<file path="config.mk">
export PLATFORM = sky130hd
export DESIGN_NAME = hazard_ctrl
export DESIGN_NICKNAME = d
export VERILOG_FILES = /design/src/rtl/cpu_pkg.sv /design/src/rtl/hazard_fwd_sel.sv /design/src/rtl/hazard_ctrl.sv
export SDC_FILE = /design/constraint.sdc
export NUM_CORES = 1
export LEC_CHECK = 0
export BUFFER_PORTS_ARGS = -buffer_cell sky130_fd_sc_hd__buf_2
export CELL_PAD_IN_SITES_DETAIL_PLACEMENT = 0
export CELL_PAD_IN_SITES_GLOBAL_PLACEMENT = 2
export CORE_MARGIN = 4
export CORE_UTILIZATION = 33
export CTS_BUF_LIST = sky130_fd_sc_hd__clkbuf_2 sky130_fd_sc_hd__clkbuf_4 sky130_fd_sc_hd__clkbuf_8
export CTS_CLUSTER_DIAMETER = 50
export DETAILED_ROUTE_END_ITERATION = 7
export PLACE_DENSITY = 0.84
export REMOVE_ABC_BUFFERS = 1
export SETUP_SLACK_MARGIN = 0.15
export SYNTH_ARGS = -nofsm -noshare
export SYNTH_HDL_FRONTEND = slang
export SYNTH_SLANG_ARGS = --single-unit
</file>
<file path="constraint.sdc">
create_clock -name clk -period 2.04 [get_ports clk]
set_clock_uncertainty 0.1 [all_clocks]
set_input_delay 0.204 -clock clk [delete_from_list [all_inputs] [get_ports clk]]
set_output_delay 0.204 -clock clk [all_outputs]
set_load 0.01 [all_outputs]
</file>
<file path="src/rtl/cpu_pkg.sv">
// Shared definitions for the 16-bit 5-stage pipeline control blocks.
//   fwd_sel_t : operand source select driven into ID/EX
//   state_t   : redirect-flush sequencer states
//   slot_t    : one in-flight scoreboard entry {valid, wr, rd, is_load}
//   REG_ADDR_W: build-wide register-address width
package cpu_pkg;

  localparam int REG_ADDR_W = 4;

  typedef enum logic [1:0] {
    FWD_RF    = 2'b00,
    FWD_EXMEM = 2'b01,
    FWD_MEMWB = 2'b10
  } fwd_sel_t;

  typedef enum logic {
    RUN   = 1'b0,
    FLUSH = 1'b1
  } state_t;

  typedef struct packed {
    logic                  valid;
    logic                  wr;
    logic [REG_ADDR_W-1:0] rd;
    logic                  is_load;
  } slot_t;

endpackage

</file>
<file path="src/rtl/hazard_fwd_sel.sv">
// Per-operand hazard/forward compare (purely combinational).
// Build option: HAZARD_ZERO_REG_EN -- r0 is hardwired zero, so a write to r0
// never matches (no stall, no forward).
// Ports:
//   rs, uses                               : operand register and use flag
//   ex_valid, ex_wr, ex_rd, ex_is_load     : EX scoreboard slot
//   mem_valid, mem_wr, mem_rd              : MEM scoreboard slot
//   fwd                                    : operand source select
//   load_use                               : operand needs the load still in EX
module hazard_fwd_sel #(
  parameter int REG_ADDR_W = 4
) (
  input  logic [REG_ADDR_W-1:0] rs,
  input  logic                  uses,
  input  logic                  ex_valid,
  input  logic                  ex_wr,
  input  logic [REG_ADDR_W-1:0] ex_rd,
  input  logic                  ex_is_load,
  input  logic                  mem_valid,
  input  logic                  mem_wr,
  input  logic [REG_ADDR_W-1:0] mem_rd,
  output logic [1:0]            fwd,
  output logic                  load_use
);
  import cpu_pkg::*;

`ifdef HAZARD_ZERO_REG_EN
  localparam logic ZERO_HARD = 1'b1;
`else
  localparam logic ZERO_HARD = 1'b0;
`endif

  logic     rs_ignored;
  logic     ex_hit;
  logic     mem_hit;
  fwd_sel_t sel;

  assign rs_ignored = ZERO_HARD & (rs == '0);
  assign ex_hit     = ex_valid  & ex_wr  & (ex_rd  == rs) & ~rs_ignored;
  assign mem_hit    = mem_valid & mem_wr & (mem_rd == rs) & ~rs_ignored;

  // A load in EX has no result yet: it cannot forward from EX, and it also
  // shadows any older MEM writer of the same register, so select RF and let
  // the load-use stall hold the instruction for one cycle.
  always_comb begin
    sel = FWD_RF;
    if (uses) begin
      if (ex_hit && !ex_is_load) sel = FWD_EXMEM;
      else if (!ex_hit && mem_hit) sel = FWD_MEMWB;
    end
  end

  assign fwd      = sel;
  assign load_use = uses & ex_hit & ex_is_load;

endmodule

</file>
<file path="src/rtl/hazard_ctrl.sv">
// Hazard and forwarding controller beside the ID stage.
// Tracks in-flight destinations (EX, MEM, WB), raises a one-bubble stall on
// load-use, selects forwarding sources and sequences redirect flushes.
// Build option: HAZARD_ZERO_REG_EN (r0 hardwired zero, see hazard_fwd_sel).
// Ports:
//   clk, rst (sync, active-high)
//   id_*      : decoded ID-stage instruction fields
//   ex_taken  : redirect resolved taken in EX this cycle
//   stall/pc_hold/ifid_hold : load-use bubble and front-end hold
//   flush     : IF/ID squash
//   forward_a/forward_b     : 00 regfile, 01 EX/MEM, 10 MEM/WB
//   busy      : flush sequencer not in RUN
// REG_ADDR_W must equal cpu_pkg::REG_ADDR_W (scoreboard slot width).
module hazard_ctrl #(
  parameter int REG_ADDR_W   = 4,
  parameter int FLUSH_CYCLES = 1
) (
  input  logic                  clk,
  input  logic                  rst,
  input  logic                  id_valid,
  input  logic [REG_ADDR_W-1:0] id_rs_a,
  input  logic [REG_ADDR_W-1:0] id_rs_b,
  input  logic                  id_uses_a,
  input  logic                  id_uses_b,
  input  logic [REG_ADDR_W-1:0] id_rd,
  input  logic                  id_wr_en,
  input  logic                  id_is_load,
  input  logic                  ex_taken,
  output logic                  stall,
  output logic                  pc_hold,
  output logic                  ifid_hold,
  output logic                  flush,
  output logic [1:0]            forward_a,
  output logic [1:0]            forward_b,
  output logic                  busy
);
  import cpu_pkg::*;

  localparam logic [1:0] CNT_LOAD = 2'(FLUSH_CYCLES - 1);

  // Scoreboard: index 0 = EX, 1 = MEM, 2 = WB
  slot_t      sb [0:2];
  state_t     state, state_nx;
  logic [1:0] cnt, cnt_nx;

  logic [1:0] fwd_a, fwd_b;
  logic       lu_a, lu_b;
  logic       lu, flush_raw, stall_raw, accept;

  hazard_fwd_sel #(.REG_ADDR_W(REG_ADDR_W)) u_sel_a (
    .rs(id_rs_a), .uses(id_uses_a),
    .ex_valid(sb[0].valid), .ex_wr(sb[0].wr), .ex_rd(sb[0].rd),
    .ex_is_load(sb[0].is_load),
    .mem_valid(sb[1].valid), .mem_wr(sb[1].wr), .mem_rd(sb[1].rd),
    .fwd(fwd_a), .load_use(lu_a)
  );

  hazard_fwd_sel #(.REG_ADDR_W(REG_ADDR_W)) u_sel_b (
    .rs(id_rs_b), .uses(id_uses_b),
    .ex_valid(sb[0].valid), .ex_wr(sb[0].wr), .ex_rd(sb[0].rd),
    .ex_is_load(sb[0].is_load),
    .mem_valid(sb[1].valid), .mem_wr(sb[1].wr), .mem_rd(sb[1].rd),
    .fwd(fwd_b), .load_use(lu_b)
  );

  // Flush wins over stall: a squashed ID instruction needs no bubble.
  assign lu        = id_valid & (lu_a | lu_b);
  assign flush_raw = ex_taken | ((state == FLUSH) && (cnt != 2'd0));
  assign stall_raw = lu & ~flush_raw;
  assign accept    = id_valid & ~stall_raw & ~flush_raw;

  always_comb begin
    stall     = 1'b0;
    pc_hold   = 1'b0;
    ifid_hold = 1'b0;
    flush     = 1'b0;
    forward_a = FWD_RF;
    forward_b = FWD_RF;
    busy      = 1'b0;
    if (!rst) begin
      stall     = stall_raw;
      pc_hold   = stall_raw;
      ifid_hold = stall_raw;
      flush     = flush_raw;
      forward_a = fwd_a;
      forward_b = fwd_b;
      busy      = (state != RUN);
    end
  end

  always_comb begin
    state_nx = state;
    cnt_nx   = cnt;
    case (state)
      RUN: begin
        if (ex_taken) begin
          state_nx = FLUSH;
          cnt_nx   = CNT_LOAD;
        end
      end
      FLUSH: begin
        if (ex_taken)          cnt_nx   = CNT_LOAD;
        else if (cnt == 2'd0)  state_nx = RUN;
        else                   cnt_nx   = cnt - 2'd1;
      end
      default: begin
        state_nx = RUN;
        cnt_nx   = 2'd0;
      end
    endcase
  end

  // ---- ID -> EX -> MEM -> WB scoreboard and sequencer registers ----
  always_ff @(posedge clk) begin
    if (rst) begin
      for (int i = 0; i < 3; i++) sb[i] <= '0;
      state <= RUN;
      cnt   <= 2'd0;
    end else begin
      if (accept) sb[0] <= '{valid: 1'b1, wr: id_wr_en, rd: id_rd, is_load: id_is_load};
      else        sb[0] <= '0;
      sb[1] <= sb[0];
      sb[2] <= sb[1];
      state <= state_nx;
      cnt   <= cnt_nx;
    end
  end

endmodule
</file>
# After elaboration in Yosys (flattened, before gate mapping)
# Memories as Yosys holds them, arrays and structs flattened.
# Cells that the tools add are included.
[totals]
regBits = 3
ramBits = 21
inputBits = 20
output_inout_bits = 9
word_cells = 76
mem_count = 1
[op_classes]
n_addsub = 1
n_eq_ne = 6
mux = 32
bitwise_logic = 23
reduce_logical = 11
[memory_table]
columns = ["name", "words", "width", "rd", "rd_ports_with_merged_regs", "write_ports", "line", "text"]
rows = [
  ["sb", 3, 7, 2, 0, 3, "hazard_ctrl.sv:42", "slot_t sb [0:2];"],
]
[op_table]
columns = ["op", "n"]
rows = [
  ["7-bit 2-to-1 mux", 4],
  ["2-bit 2-to-1 mux", 11],
  ["4-bit equality test", 4],
  ["1-bit 2-to-1 mux", 15],
  ["1-bit bitwise AND", 14],
  ["1-bit OR", 6],
  ["1-bit logical AND", 5],
  ["2-bit case mux with 2 select lines", 1],
  ["1-bit zero test", 3],
  ["3-bit inequality test, second input constant", 1],
  ["1-bit inverter", 3],
  ["2-bit zero test", 1],
  ["2-bit inequality test, second input constant", 1],
  ["1-bit case mux with 2 select lines", 1],
  ["2-bit AND reduction", 1],
  ["2-bit nonzero test", 1],
  ["2-bit by 1-bit subtractor with 2-bit output, second input constant", 1],
]

# Longest topological paths before layout
# Gate-level depths: netlist of run 1.
# An unclocked memory read counts as a cell.
[depth]
ltp_word = 16
ltp_mapped = 6
mapped_depth_nobuf = 6

# Cells and area by module
# A second synthesis of run 1 with hierarchy kept.
[unflattened]
hier_cells = 82
area_unflattened_um2 = 939.7
[modules_own_cells]
columns = ["module", "n_inst", "cells_per_inst", "area_per_inst_um2", "seq_area_each_um2"]
rows = [
  ["hazard_ctrl", 1, 52, 701.9, 450.4],
  ["hazard_fwd_sel", 2, 15, 118.9, 0.0],
]

# Worst setup path after synthesis of run 1
# OpenSTA, ideal clock, no wires.
[synth_timing]
path_type = "register to output"
from = "memory sb[0][1] (netlist bit)"
to = "output port pc_hold"
t_arrival_ns = 1.573
required_time_ns = 1.736
path_slack_ns = 0.163
stages_incl_launch_ff = 6
n_path_buf = 1
path_cell_list = "edfxtp_1 -> xor2_1 -> nor4_2 -> a22oi_1 -> nor2_1 -> buf_4"
[synth_rtl]
columns = ["item", "line", "text"]
rows = [
  ["from (decl)", "hazard_ctrl.sv:42", ""],
  ["to (decl)", "hazard_ctrl.sv:30", "output logic pc_hold,"],
]

==> results of run 1 <==
cells in the final DEF (no fill, tap or decap):
master / instances
dfxtp_2: 2
nor4_2: 1
a22oi_1: 1
nor2b_4: 1
and4_1: 2
nand2_1: 2
conb_1: 13
a2111oi_0: 1
and3_1: 4
nor4_1: 2
clkbuf_4: 4
nand4_1: 1
nor2_1: 6
xnor2_1: 4
xor2_2: 3
buf_4: 7
and2_4: 1
nor2b_2: 1
nor3_1: 1
and2_1: 5
xor2_1: 10
or4_1: 1
nor4_4: 1
edfxtp_1: 13
dfxtp_1: 1
a221oi_4: 1
inv_2: 2
nor2b_1: 6
ha_4: 1
or4b_4: 1
buf_2: 28
nor2_2: 1
registers in the layout, summed over array words and instances (netlist names):
| name | flops |
|---|---|
| sb | 13 |
| cnt | 2 |
| state | 1 |
worst reg2reg max path, cell delays in order (launching register included):
cell,delay (ps)
dfxtp_2,330
inv_2,60
ha_4,130
nor2b_4,40
or4b_4,510
a221oi_4,330
and2_4,210
what timing repair did:
action                                  4_1_cts  5_1_grt
endpoints found under the hold margin         0        0
endpoints found under the setup margin        9       13
pin swaps                                     8        9
resized for setup                             9        2
buffers inserted                              4        1
hold buffers                                  0        0
layer usage:
metal	wire length (um)	global-route usage, %	part of all wire, %	vias up
met2	1060	20.5	53	14
met3	86	1.89	4.3	2
met1	828	13.6	41	324
met4	28	7.43	1.4	0
li1	-	-	-	363
met5	0	0	0	-
cell families after synthesis:
family,count (synthesis)
AOI/OAI and AO/OA,3
xor gates and xnor gates,17
and+or+nand+nor,37
adders and majority gates,1
buffers and inverters,5
other,1
DFF,16
worst max-delay path by stage:
| stage | from | to | slack [ps] | cells past startpoint |
|---|---|---|---|---|
| detailed placement | cnt[0] | sb[0][2] | 140 | 6 |
| global route | sb[0][1] | ifid_hold | -170 | 5 |
| global placement | cnt[0] | sb[0][2] | 180 | 6 |
| finish | sb[0][1] | forward_a[0] | -50 | 5 |
| CTS | sb[0][3] | forward_b[0] | -70 | 5 |
| floorplan | sb[0][1] | ifid_hold | 160 | 4 |
where the power goes:
part | total, mW | leakage (nW) | switching, mW | internal (mW)
logic | 0.0993 | 0.382 | 0.0503 | 0.0490
registers | 0.382 | 0.159 | 0.0128 | 0.369
clock network | 0.192 | 0.0184 | 0.103 | 0.0892
total | 0.673 | 0.559 | 0.166 | 0.507
final cells by class:
cell class	count	share of cell area, %
multi-input cells	71	43.0
clock buffers	4	2.37
flip-flops and latches	16	35.7
well taps	31	3.06
inverters	2	0.592
repair buffers	35	15.2
metrics by stage:
stage | worst slack [ps] | cell area [um2]
floorplan | 161 | 963
global placement | 181 | 1160
detailed placement | 136 | 1160
CTS | -70.9 | 1250
global route | -171 | 1270
finish | -46.6 | 1270
==> flow_summary.ini, run 1 <==
[synthesis]
avgSynthCellArea_um2 = 11.7
async_flop_share_pct = 0
ys_ff_latch = 16
yosys.area.top_type = edfxtp_1
yosys.area_share.simple_pct = 27.0
yosys_warnings = 0
synthAdderAreaFrac_pct = 1.34
synth_xor_area_share_pct = 15.9
synth-compound-area-share_pct = 4.54
synthMuxAreaShare_pct = 0
synth_area_um2 = 937
yosys-top-cells-area = edfxtp_1 42%, xor2_1 12%, dfxtp_1 6.4%, and2_1 4.0%, nor2b_1 4.0%
ys_seq_area_share_pct = 48.1
synth_top_cells_by_count = 13 x edfxtp_1, 13 x xor2_1, 7 x nor2_1
synth_cells = 80
synth_top_area_share_pct = 41.7
synth_top_flop_cell = edfxtp_1
synth_top_family_by_area = simple AND/OR/NAND/NOR gates
synth_edf_count = 13
synth_cell_types = 27

[routing]
drc = 0
vias_per_cell = 4.42
totalWireLength_um = 2000
drtIter0Drc = 2
wl_per_cell_um = 12.6
dr.pass1.iters = 3
ant_nets = 0
vias = 703

[setup_path]
worstPathArrival_ps = 1780
required_ps = 1740
cp_num_buf_inv = 1
critPathMaxFanout = 3
slowest_delay_ps = 470
critPathSlowestCell = edfxtp_1
r2r-start = cnt[1]
critPathCaptureType = output pin
crit_top_cell = and3_1
path_class = flip-flop to output pin
reg2reg_setup_slack_ps = 220
startpoint_type = flip-flop
crit_path_cell_trace = xor2_2 > nor4_4 > and3_1 > and3_1 > buf_2
r2r_cells = 6
r2r-end = sb[0][2]
critPathTopFamily = simple AND/OR/NAND/NOR gates

[clock_network]
cts-root-buf = clkbuf_4
cts.reportedPaths.clkPinSlew_ps = 100
h-tree-depth = 1
cts_made_buffers = 3
cts_max_path_buffers = 2
cts_tree = done
clk_latency_ps = 290
cts.sinks = 16

[sta]
min_period_over_period_pct = 102
fmax_mhz = 479
final_hold_viol_count = 0
postLayoutSetupSlackWorst_ps = -46.6
slew_violations = 0
setup_violations = 4
fin_crit_ps = 2090
rsz0062_at_grt = yes
holdWs_ps = 40.3
tns_ps = -99.3

[floorplan]
start_util_pct = 34.3
die_h_um = 61.3
die_w_um = 61.3
fp.coreArea_mm2 = 0.00273
dieArea_mm2 = 0.00376
io_pins = 29
rows = 19

[status]
violations = setup timing
status = complete, but fails checks

[global_route]
antenna_found_initial = 0
grt_max_degree = 10
grt_use_total_pct = 11.9
grt_overflow = 0
grt_pass1_wl_um = 3100
grt_pass1_vias = 691

[flow_run]
maxCapViolations = 0

[final_layout]
antenna_cells = 0
fin_util_pct = 46.4
multi_input_area_um2 = 546
regArea_um2 = 453
syn_to_final_growth_pct = 35.2
finalNetCount = 150
drive_gt1_share_pct = 43.0
fill_cells = 275
finalNonFillerCells = 159

[pwr]
vdd_ir_drop_max_uv = 281
power_density_mw_per_mm2 = 531
leakage_nw = 0.559
total_power_mw = 0.673

[placed_design]
dp_hpwl_um = 1570
gp_congestion = 0.763
dp.cells = 150
io_buffers = 28

[worst_hold_path]
hold_class = primary input to flip-flop
hold_path_end = cnt[0]
hold_depth = 2
worstHoldStart = ex_taken
(Power assumes the default switching activity.)
==> inputs of run 2 (changes only) <==
--- a/config.mk
+++ b/config.mk
@@ -5,6 +5,7 @@
 export SDC_FILE = /design/constraint.sdc
 export NUM_CORES = 1
 export LEC_CHECK = 0
+export ABC_CLOCK_PERIOD_IN_PS = 2040
 export BUFFER_PORTS_ARGS = -buffer_cell sky130_fd_sc_hd__buf_2
 export CELL_PAD_IN_SITES_DETAIL_PLACEMENT = 0
 export CELL_PAD_IN_SITES_GLOBAL_PLACEMENT = 2
@@ -14,7 +15,6 @@
 export CTS_CLUSTER_DIAMETER = 50
 export DETAILED_ROUTE_END_ITERATION = 7
 export PLACE_DENSITY = 0.84
-export REMOVE_ABC_BUFFERS = 1
 export SETUP_SLACK_MARGIN = 0.15
 export SYNTH_ARGS = -nofsm -noshare
 export SYNTH_HDL_FRONTEND = slang
==> flow_summary.ini, run 2 (synthesized netlist as in run 1, its figures left out) <==
[sta]
rsz0062_at_grt = yes
final_hold_viol_count = 0
holdWs_ps = 15.9
fin_crit_ps = 2130
postLayoutSetupSlackWorst_ps = -94.2
fmax_mhz = 469
slew_violations = 0
setup_violations = 4
min_period_over_period_pct = 105

[worst_hold_path]
hold_depth = 2
worstHoldStart = ex_taken
hold_class = primary input to flip-flop

[final_layout]
finalNonFillerCells = 157
final_cell_mix = 28 x buf_2, 13 x edfxtp_1, 13 x conb_1
syn_to_final_growth_pct = 34.8
top_regs = sb (13), cnt (2), state (1)
final_common_cell = buf_2
top_register = sb
fin_area_mm2 = 0.00126
drive_gt1_share_pct = 40.5
finalNetCount = 148
largest_reg_flops = 13
antenna_cells = 0

[floorplan]
io_pins = 29
fp.coreArea_mm2 = 0.00273
die_h_um = 61.3
die_w_um = 61.3
dieArea_mm2 = 0.00376
start_util_pct = 34.3
rows = 19

[setup_path]
required_ps = 1740
critPathMaxFanout = 3
r2r_cells = 6
r2r-start = cnt[1]
worstPathArrival_ps = 1830
startpoint_type = flip-flop
worstSetupStartpoint = sb[0][1]
path_class = flip-flop to output pin
critPathCaptureType = output pin

[clock_network]
cts.reportedPaths.clkPinSlew_ps = 110
h-tree-depth = 1
cts.sinks = 16
clk_latency_ps = 290
cts_max_path_buffers = 2
cts-root-buf = clkbuf_4
cts_tree = done
cts_made_buffers = 3

[routing]
vias = 720
drtIter0Drc = 11
drc = 0
dr.pass1.iters = 3
vias_per_cell = 4.59
totalWireLength_um = 1960
ant_nets = 0
wl_per_cell_um = 12.5

[global_route]
grt_overflow = 0
antenna_found_initial = 0
grt_max_degree = 10
grt_pass1_vias = 701
grt_util_met3_pct = 4.40
grt_use_met2_pct = 19.0
grt_pass1_wl_um = 2870
grt_use_total_pct = 10.9
grt.busiest_layer = met2
use_met1_pct = 11.9

[pwr]
p_int_mw = 0.526
leakage_nw = 0.548
clkPwrFrac_pct = 31.0
p_sw_mw = 0.174
power_frac_seq_pct = 54.6
switching_share_pct = 24.9
share_comb_of_total_power_pct = 14.3
power_density_mw_per_mm2 = 554
vdd_ir_drop_max_uv = 454

[placed_design]
io_buffers = 28
dp.cells = 150
dp_hpwl_um = 1560
gp_congestion = 0.845
pre_cts_slack_ps = 172
placed_area_mm2 = 0.00116

[status]
violations = setup timing
status = complete, but fails checks

[flow_run]
maxCapViolations = 0
## run 2: worst max-delay path: stages, from the launching register on
cell and delay, ps:
edfxtp_1 460, xor2_1 200, nor4_4 350, and3_4 240, and3_1 150, buf_2 130
## run 2: power by group through the flow
stage	clock network, mW	registers [mW]	logic [mW]
after floorplan	0	0.385	0.0529
after global placement	0	0.388	0.0897
after detailed placement	0	0.389	0.0903
after CTS	0.226	0.382	0.0940
after global routing	0.244	0.384	0.110
final	0.217	0.382	0.100
## run 2: path summary, 6_finish.rpt
path | slack, ps | end
worst max register to register | 240 | sb[0][2]
worst max-delay path | -90 | forward_a[0]
worst min register to register | 410 | cnt[1]
worst min-delay path | 20 | cnt[1]
## run 2: final cells by class
cell class / instances / area, um2
Multi-Input combinational cell: 71 / 548
Sequential cell: 16 / 453
Tap cell: 31 / 38.8
Fill cell: 259 / 1470
Clock buffer: 4 / 36.3
Inverter: 2 / 7.51
Timing Repair Buffer: 33 / 180
## run 2: repair_timing
| item | 4_1_cts | 5_1_grt |
|---|---|---|
| hold endpoints to repair | 0 | 1 |
| hold buffers | 0 | 1 |
| setup endpoints to repair | 7 | 13 |
| buffers inserted | 1 | 1 |
| pin swaps | 5 | 3 |
| resized for setup | 5 | 6 |
## run 2: metrics by stage
step                setup TNS [ps]  power (mW)  utilization (%)
floorplan                        0       0.438                -
global placement                 0       0.478             42.3
detailed placement               0       0.480             42.3
CTS                           -276       0.702             44.8
global route                  -907       0.738             46.2
finish                        -188       0.700             46.2
## run 2: metal layers
layer	wire [um]	part of all wire (%)
met1	785	40
met2	1020	52
met3	132	6.7
met4	25	1.3
met5	0	0
